[config.mk]
export PLATFORM = sky130hd
export DESIGN_NAME = burst_rx
export DESIGN_NICKNAME = d
export VERILOG_FILES = /design/src/rtl/delay_line_pkg.sv /design/src/rtl/sync_ff.sv /design/src/rtl/burst_rx.sv
export SDC_FILE = /design/constraint.sdc
export NUM_CORES = 1
export LEC_CHECK = 0
export CAP_MARGIN = 5
export CORE_MARGIN = 4
export CORE_UTILIZATION = 35
export CTS_BUF_LIST = sky130_fd_sc_hd__clkbuf_16
export DETAILED_ROUTE_END_ITERATION = 6
export HOLD_SLACK_MARGIN = 0.03
export RECOVER_POWER = 50
export SETUP_SLACK_MARGIN = 0.05
export SYNTH_ARGS = -nofsm -noshare
export SYNTH_HDL_FRONTEND = slang
export SYNTH_SLANG_ARGS = --single-unit
[constraint.sdc]
create_clock -name clk -period 1.72 [get_ports clk]
set_input_delay 0.172 -clock clk [delete_from_list [all_inputs] [get_ports clk]]
set_output_delay 0.172 -clock clk [all_outputs]
set_load 0.005 [all_outputs]
[src/rtl/delay_line_pkg.sv]
// delay_line_pkg: shared clocking constants and burst receiver state type
package delay_line_pkg;
  localparam int CLK_FREQ = 135_000_000;
  localparam int MODULATION_FREQ = 13_500_000;
  localparam int CLKS_PER_HALF_PERIOD = CLK_FREQ / MODULATION_FREQ / 2;
  // 1.5 us of continuous low, rounded down to whole clocks
  localparam int HOLDOFF_CYCLES = (CLK_FREQ / 1000) * 3 / 2000;
  localparam int TS_WIDTH = 18;
  typedef enum logic [1:0] {IDLE, HIGH, LOW, HOLDOFF} burst_rx_state_t;
  function automatic int imax(input int a, input int b);
    return a > b ? a : b;
  endfunction
endpackage

[src/rtl/sync_ff.sv]
// sync_ff: two-flop synchroniser for asynchronous input pins
// Ports: clk, rst (async, active high) | d raw input | q synchronised output
module sync_ff #(
  parameter int WIDTH = 1
) (
  input  logic             clk,
  input  logic             rst,
  input  logic [WIDTH-1:0] d,
  output logic [WIDTH-1:0] q
);
  logic [WIDTH-1:0] meta;
  always_ff @(posedge clk or posedge rst)
    if (rst) begin
      meta <= '0;
      q <= '0;
    end else begin
      meta <= d;
      q <= meta;
    end
endmodule

[src/rtl/burst_rx.sv]
// burst_rx: demodulates a carrier burst, validates timing and count, timestamps its start
// Ports: clk, rst (async, active high) | in raw burst pin | ts_in free-running delay counter
//        burst_valid / burst_err one-cycle result strobes | burst_ts / burst_pulses held results
//        busy high whenever the receiver is not armed in IDLE
module burst_rx #(
  parameter int CLKS_PER_HALF_PERIOD = delay_line_pkg::CLKS_PER_HALF_PERIOD,
  parameter int HALF_PERIOD_TOL = 1,
  parameter int MIN_PULSES = 3,
  parameter int MAX_PULSES = 12,
  parameter int HOLDOFF_CYCLES = delay_line_pkg::HOLDOFF_CYCLES,
  parameter int TS_WIDTH = delay_line_pkg::TS_WIDTH,
  parameter int CNT_WIDTH = 4
) (
  input  logic                 clk,
  input  logic                 rst,
  input  logic                 in,
  input  logic [TS_WIDTH-1:0]  ts_in,
  output logic                 burst_valid,
  output logic                 burst_err,
  output logic [TS_WIDTH-1:0]  burst_ts,
  output logic [CNT_WIDTH-1:0] burst_pulses,
  output logic                 busy
);
  import delay_line_pkg::*;
  localparam int LO = CLKS_PER_HALF_PERIOD - HALF_PERIOD_TOL;
  localparam int HI = CLKS_PER_HALF_PERIOD + HALF_PERIOD_TOL;
  localparam int RUN_MAX = imax(HOLDOFF_CYCLES, HI + 1);
  localparam int RW = $clog2(RUN_MAX + 1);
  localparam int CW = CNT_WIDTH + 1;
  burst_rx_state_t state, state_nxt;
  logic in_s, in_d, rise, fall, in_window, timeout, quiet, too_many, enough;
  logic valid_nxt, err_nxt, load, step;
  logic [RW-1:0] run_ctr;
  logic [CNT_WIDTH-1:0] pulse_cnt;
  logic [CW-1:0] cnt_inc;

  sync_ff u_sync (.clk(clk), .rst(rst), .d(in), .q(in_s));

  always_ff @(posedge clk or posedge rst)
    if (rst) in_d <= 1'b0;
    else in_d <= in_s;

  assign rise = in_s & ~in_d;
  assign fall = ~in_s & in_d;

  // Reads as the length of the level that just ended when sampled on an edge cycle
  always_ff @(posedge clk or posedge rst)
    if (rst) run_ctr <= '0;
    else if (rise || fall) run_ctr <= RW'(1);
    else if (run_ctr != RW'(RUN_MAX)) run_ctr <= run_ctr + 1'b1;

  assign in_window = run_ctr >= RW'(LO) && run_ctr <= RW'(HI);
  // No edge yet with run_ctr at HI means the current level is already longer than HI
  assign timeout = run_ctr >= RW'(HI);
  assign quiet = ~in_s && ~in_d && run_ctr >= RW'(HOLDOFF_CYCLES - 1);
  // One extra bit so an over-long burst is caught before the count can wrap
  assign cnt_inc = CW'(pulse_cnt) + CW'(1);
  assign too_many = cnt_inc > CW'(MAX_PULSES);
  assign enough = pulse_cnt >= CNT_WIDTH'(MIN_PULSES);

  always_ff @(posedge clk or posedge rst)
    if (rst) state <= IDLE;
    else state <= state_nxt;

  always_comb begin
    state_nxt = state;
    case (state)
      IDLE:    state_nxt = rise ? HIGH : IDLE;
      HIGH:    state_nxt = fall ? (in_window ? LOW : HOLDOFF) : (timeout ? HOLDOFF : HIGH);
      LOW:     state_nxt = rise ? (in_window && !too_many ? HIGH : HOLDOFF) : (timeout ? HOLDOFF : LOW);
      default: state_nxt = quiet ? IDLE : HOLDOFF;
    endcase
  end

  always_comb begin
    load = state == IDLE && rise;
    step = state == LOW && rise && in_window;
    err_nxt = state == HIGH ? (fall ? !in_window : timeout)
            : state == LOW ? (rise ? (!in_window || too_many) : (timeout && !enough))
            : 1'b0;
    valid_nxt = state == LOW && !rise && timeout && enough;
  end

  always_ff @(posedge clk or posedge rst)
    if (rst) begin
      burst_valid <= 1'b0;
      burst_err <= 1'b0;
      burst_ts <= '0;
      burst_pulses <= '0;
      pulse_cnt <= '0;
    end else begin
      burst_valid <= valid_nxt;
      burst_err <= err_nxt;
      if (load) burst_ts <= ts_in;
      if (load) pulse_cnt <= CNT_WIDTH'(1);
      else if (step) pulse_cnt <= cnt_inc[CNT_WIDTH-1:0];
      if (valid_nxt || err_nxt) burst_pulses <= step ? cnt_inc[CNT_WIDTH-1:0] : pulse_cnt;
    end

  assign busy = state != IDLE;
endmodule

==> impl_metrics.toml, run 1 <==
[status]
outcome = "finished, violations left"
violations = "negative setup slack"

[sta]
maxSlewViolCount = 0
fin_crit_ns = 1.78
worstMarginPinSlew_ns = 0.969
hold_violations = 0
whs_ns = 0.361
skew_ns = 0.00226
relSlewSlack_pct = 35.4
period_share_pct = 103
finalWorstSetupSlack_ns = -0.0569
setup_viol = 4
rsz0062_at_grt = "true"
clock.fmax_ghz = 0.563

[synthesis]
yosysWarningCount = 0
synth_area_um2 = 1960
synth.avg_cell_area_um2 = 12.0
yosysMostFrequentCell = "dfrtp_1"
synth.largest_area_cell = "dfrtp_1"
synth_top_area_share_pct = 52.3
synthesis.nets = 194
yosysUniqueCellTypes = 30
ys_ff_latch = 41
synth_edf_count = 0
synthTopCellsByArea = "dfrtp_1 (52%), mux2_2 (10%), ha_1 (6.4%), mux2i_1 (3.1%), nor2_1 (2.9%)"
ys_seq_area_share_pct = 52.3
syn_inst = 163
async_reset_ff_share_pct = 100
yosys-top-cells-count = "dfrtp_1 (41), mux2_2 (18), nor2_1 (15)"
synth_flop_cell = "dfrtp_1"

[clock_tree]
htree_levels = 2
cts_tree = "yes"
cts_hold_buf = 0
cts_buffer_depth = 2
clock_sinks = 41
worstSkewPairLatency_ns = 0.28
path_clk_slew_ns = 0.06
clockRootBuffer = "clkbuf_16"
cts_buffers = 5

[min_path]
hold_path_class = "register to register"
hold_path_depth = 0
min_from = "u_sync.meta$_DFF_PP0_"
min_to = "u_sync.q$_DFF_PP0_"

[routing]
antenna_left = 0
vias = 1422
drc = 0
drt_iter0_drc = 43
wirelength_um = 4070
firstDrtPassIters = 4
post_drt_wl_per_cell_um = 13.3
via_per_inst = 4.66

[pwr]
ir_drop_mv = 0.775
power.total_uw = 4020
power_density_nw_per_um2 = 1360
leakage_uw = 0.00130

[final_layout]
final_util_pct = 54.1
seq_area_um2 = 1030
finalNetCount = 263
areaGrowthSynthToFinish_pct = 50.9
drive_above_1_share_pct = 28.3
fillCellCount = 499
multi_input_area_um2 = 1010
design_area_um2 = 2960
antenna_cells = 0

[die]
die-area_um2 = 6870
core_um2 = 5470
die_x_um = 82.9
die_y_um = 82.9
row_count = 27
start_util_pct = 35.9
ioPinCount = 46

[worst_setup_path]
cp.required_ns = 1.93
timing.rr.end = "burst_pulses[3]$_DFFE_PP0P_"
cp_max_fo = 4
critPathCaptureType = "register"
worstReg2RegStart = "run_ctr[5]$_DFFE_PP0P_"
crit_arrival_ns = 1.98
start_kind = "register"
critical_path_class = "register to register"
startpoint = "run_ctr[5]$_DFFE_PP0P_"
r2r_cells = 6
worst-r2r-setup-slack_ns = -0.06

[global_route]
antenna_found_initial = 0
grt-ovfl-total = 0
grt_pass1_wl_um = 6580
first_global_vias = 1470
track_usage_pct = 11.5
grt_max_degree = 42

[placed_design]
detailed_place_hpwl_um = 2680
port_buffers = 45
placed_area_um2 = 2630
gp_congestion = 0.726

[job]
maxCapViolations = 0
-- per-stage QoR --
step | setup slack [ns] | std cells | TNS (ns)
detailed placement | -0.0703 | 291 | -0.234
floorplan | 0.0275 | 163 | 0
global route | -0.221 | 305 | -2.17
finish | -0.0569 | 305 | -0.200
global placement | -0.0214 | 291 | -0.0830
CTS | -0.0764 | 300 | -0.280
-- worst max path at each step --
stage | to | slack (ns) | cells past startpoint
final | burst_pulses[3]$_DFFE_PP0P_ | -0.06 | 6
after global routing | burst_pulses[3]$_DFFE_PP0P_ | -0.22 | 6
after CTS | burst_pulses[1]$_DFFE_PP0P_ | -0.08 | 6
after detailed placement | burst_pulses[3]$_DFFE_PP0P_ | -0.07 | 6
after global placement | burst_pulses[1]$_DFFE_PP0P_ | -0.02 | 6
after floorplan | burst_pulses[0]$_DFFE_PP0P_ | 0.03 | 6
-- final cells by class --
cell class	count	area share (%)
inverter	11	1.39
clock inverter	3	0.634
clock buffer	5	4.22
tap	72	3.04
sequential	41	34.6
timing repair buffer	66	22.0
multi-input combinational	107	34.1
-- logic make-up (layout without fill, tap and decap cells) --
group           Yosys count  count (layout)  synth area share (%)
buf+inv                  15              85                  3.06
fa+ha+maj                10              10                  6.37
flops                    41              41                  52.3
mux                      24              24                  13.4
simple gates             52              52                  15.0
xor+xnor                 10              10                  4.46
compound gates           11              11                  5.48
-- critical path: stages, from the launching register on --
cell	delay, ns
dfrtp_1	0.41
nor3_4	0.25
o2111a_2	0.27
a31o_4	0.16
a31oi_4	0.08
nor3_4	0.30
mux2i_1	0.22
-- state kept, by name (all words and copies together) (netlist names) --
name          count
state             2
u_sync.q          1
burst_pulses      4
run_ctr           8
burst_err         1
u_sync.meta       1
in_d              1
burst_valid       1
burst_ts         18
pulse_cnt         4
-- power breakdown --
part	internal, µW	total, µW	switching [µW]
Sequential	1280	1490	213
Clock	532	910	378
Combinational	1060	1620	562
-- cells in the final DEF (no fill, tap or decap), types with 7 or more instances in the layout --
cell type / instances
buf_4: 15
ha_1: 9
mux2_4: 10
inv_1: 10
dfrtp_1: 41
nor2_1: 14
clkdlybuf4s50_1: 41
nand3_1: 8
mux2_2: 8
clkbuf_16: 7
-- routing by layer --
layer  routed length (µm)  vias to the layer above  GRT usage [%]
met2                 1960                       33           18.3
met5                    0                        -              0
li1                     -                      692              -
met4                   47                        0           3.12
met3                  276                        5           5.16
met1                 1790                      692           14.2
-- repair_timing --
item                       in CTS  in global routing
buffers inserted                1                  2
pin swaps                       2                  2
setup endpoints to repair       6                 31
gates cloned                    0                  3
resized for setup               2                 28
Note: power is estimated with default switching activity, not from simulation.
==> run 2: changes to the inputs <==
--- a/config.mk
+++ b/config.mk
@@ -11,6 +11,7 @@
 export CTS_BUF_LIST = sky130_fd_sc_hd__clkbuf_16
 export DETAILED_ROUTE_END_ITERATION = 6
 export HOLD_SLACK_MARGIN = 0.03
+export PLACE_DENSITY_LB_ADDON = 0.25
 export RECOVER_POWER = 50
 export SETUP_SLACK_MARGIN = 0.05
 export SYNTH_ARGS = -nofsm -noshare
==> run 2 against run 1 <==
Net effect: the flow still finishes with violations (negative setup slack); total power up 8.0%; worst setup slack better by 0.023 ns; combinational power about the same; maximum frequency up 1.3%; core utilization up 0.34 points; wire length up 6.6%; sequential cell count unchanged; worst hold slack worse by 0.010 ns; critical path type unchanged; highest routed layer unchanged.
==> impl_metrics.toml, run 2 (synthesis gave the netlist of run 1 again) <==
[clock_tree]
clockRootBuffer = "clkbuf_16"
path_clk_slew_ns = 0.06
cts_buffer_depth = 2
worstSkewPairLatency_ns = 0.28
cts_tree = "yes"
htree_levels = 2
cts_buffers = 5
clock_sinks = 41

[final_layout]
largest_reg_flops = 18
finalNetCount = 265
design_area_um2 = 2980
mostFrequentLayoutCell = "dfrtp_1"
seq_area_um2 = 1030
final_cell_mix = "dfrtp_1 (41), clkdlybuf4s50_1 (39), mux2_4 (17), nor2_1 (15), buf_4 (15)"
regMostFlops = "burst_ts"
fillCellCount = 475
drive_above_1_share_pct = 25.5
antenna_cells = 0
largest_registers = "burst_ts x18, run_ctr x8"
areaGrowthSynthToFinish_pct = 51.8
multi_input_area_um2 = 973

[global_route]
track_usage_pct = 12.2
antenna_found_initial = 0
grt_max_degree = 26
grt_pass1_wl_um = 6930
grt-ovfl-total = 0
first_global_vias = 1506

[sta]
fin_crit_ns = 1.75
hold_violations = 0
relSlewSlack_pct = 44.1
maxSlewViolCount = 0
whs_ns = 0.350
worstMarginPinSlew_ns = 0.838
clock.fmax_ghz = 0.570
skew_ns = 0.00766
period_share_pct = 102
setup_viol = 4
finalWorstSetupSlack_ns = -0.0340
rsz0062_at_grt = "true"
tns_ns = -0.111

[worst_setup_path]
startpoint = "run_ctr[5]$_DFFE_PP0P_"
crit_arrival_ns = 1.96
timing.rr.end = "burst_pulses[3]$_DFFE_PP0P_"
cp.required_ns = 1.92
cp-endpoint = "burst_pulses[3]$_DFFE_PP0P_"
start_kind = "register"
worstReg2RegStart = "run_ctr[5]$_DFFE_PP0P_"
critical_path_class = "register to register"
cp_max_fo = 4
r2r_cells = 6
critPathCaptureType = "register"
worst-r2r-setup-slack_ns = -0.03

[die]
die-area_um2 = 6870
core_um2 = 5470
row_count = 27
start_util_pct = 35.9
ioPinCount = 46
die_y_um = 82.9
die_x_um = 82.9

[routing]
antenna_left = 0
drc = 0
vias = 1445
wirelength_um = 4340
post_drt_wl_per_cell_um = 14.1
firstDrtPassIters = 4
via_per_inst = 4.71
drt_iter0_drc = 53

[pwr]
leakage_uw = 0.00135
power.total_uw = 4340
ir_drop_mv = 0.852
power_density_nw_per_um2 = 1460

[placed_design]
port_buffers = 45
gp_congestion = 0.743
detailed_place_hpwl_um = 2870
post-place-ws_ns = -0.0601
placed_area_um2 = 2630

[min_path]
hold_path_class = "register to register"

[status]
outcome = "finished, violations left"
violations = "negative setup slack"

[job]
maxCapViolations = 0
==> run 2: cell count changes in the layout (fill, tap and decap cells not counted), moves of 2 or more <==
cell,before,now
clkinvlp_4,2,0
clkbuf_1,1,3
bufinv_16,0,2
xor2_1,4,6
dlygate4sd3_1,3,5
mux2_4,10,17
clkdlybuf4s50_1,41,39
mux2_2,8,1
xor2_2,2,0
==> run 2: routing by layer <==
layer | track usage (%) | share of wire (%)
met5 | 0 | 0
met4 | 5.35 | 1.7
met3 | 5.46 | 7.0
met2 | 19.2 | 47
met1 | 14.4 | 44
==> run 2: worst min-delay path by stage <==
| stage | from | to | slack [ns] | depth (start not counted) |
|---|---|---|---|---|
| final | u_sync.meta$_DFF_PP0_ | u_sync.q$_DFF_PP0_ | 0.35 | 0 |
| after global routing | u_sync.meta$_DFF_PP0_ | u_sync.q$_DFF_PP0_ | 0.36 | 0 |
| after CTS | rst | burst_ts[2]$_DFFE_PP0P_ | 0.23 | 3 |
| after detailed placement | u_sync.meta$_DFF_PP0_ | u_sync.q$_DFF_PP0_ | 0.34 | 0 |
| after global placement | u_sync.meta$_DFF_PP0_ | u_sync.q$_DFF_PP0_ | 0.34 | 0 |
| after floorplan | in | u_sync.meta$_DFF_PP0_ | 0.20 | 0 |
==> run 2: critical path, cell delays in order (launching register included) <==
cell and delay, ns:
dfrtp_1 0.40, nor3_4 0.23, o2111a_2 0.26, a31o_4 0.16, a31oi_4 0.09, nor3_4 0.31, mux2i_1 0.22
==> run 2: cell type report <==
class	count	area share (%)
clock buffer	5	4.20
inverter	11	1.39
multi-input combinational	107	32.7
sequential	41	34.4
clock inverter	3	2.18
tap	72	3.02
timing repair buffer	68	22.1
==> run 2: stage by stage <==
stage | util (%) | std cells
CTS | 51.8 | 303
finish | 54.5 | 307
global placement | 48.1 | 293
floorplan | - | 163
detailed placement | 48.1 | 293
global route | 54.5 | 307
==> run 2: repair_timing <==
action / 4_1_cts / 5_1_grt
buffers inserted: 2 / 1
pin swaps: 1 / 2
hold buffers: 0 / 0
resized for setup: 1 / 25
gates cloned: 0 / 3
endpoints found under the setup margin: 5 / 28
==> run 2: where the power goes <==
| part | leakage, µW | switching (µW) | internal (µW) | total, µW |
|---|---|---|---|---|
| clock network | 0.0000938 | 370 | 828 | 1200 |
| logic | 0.000747 | 573 | 1080 | 1650 |
| registers | 0.000510 | 210 | 1280 | 1490 |
| total | 0.00135 | 1150 | 3190 | 4340 |
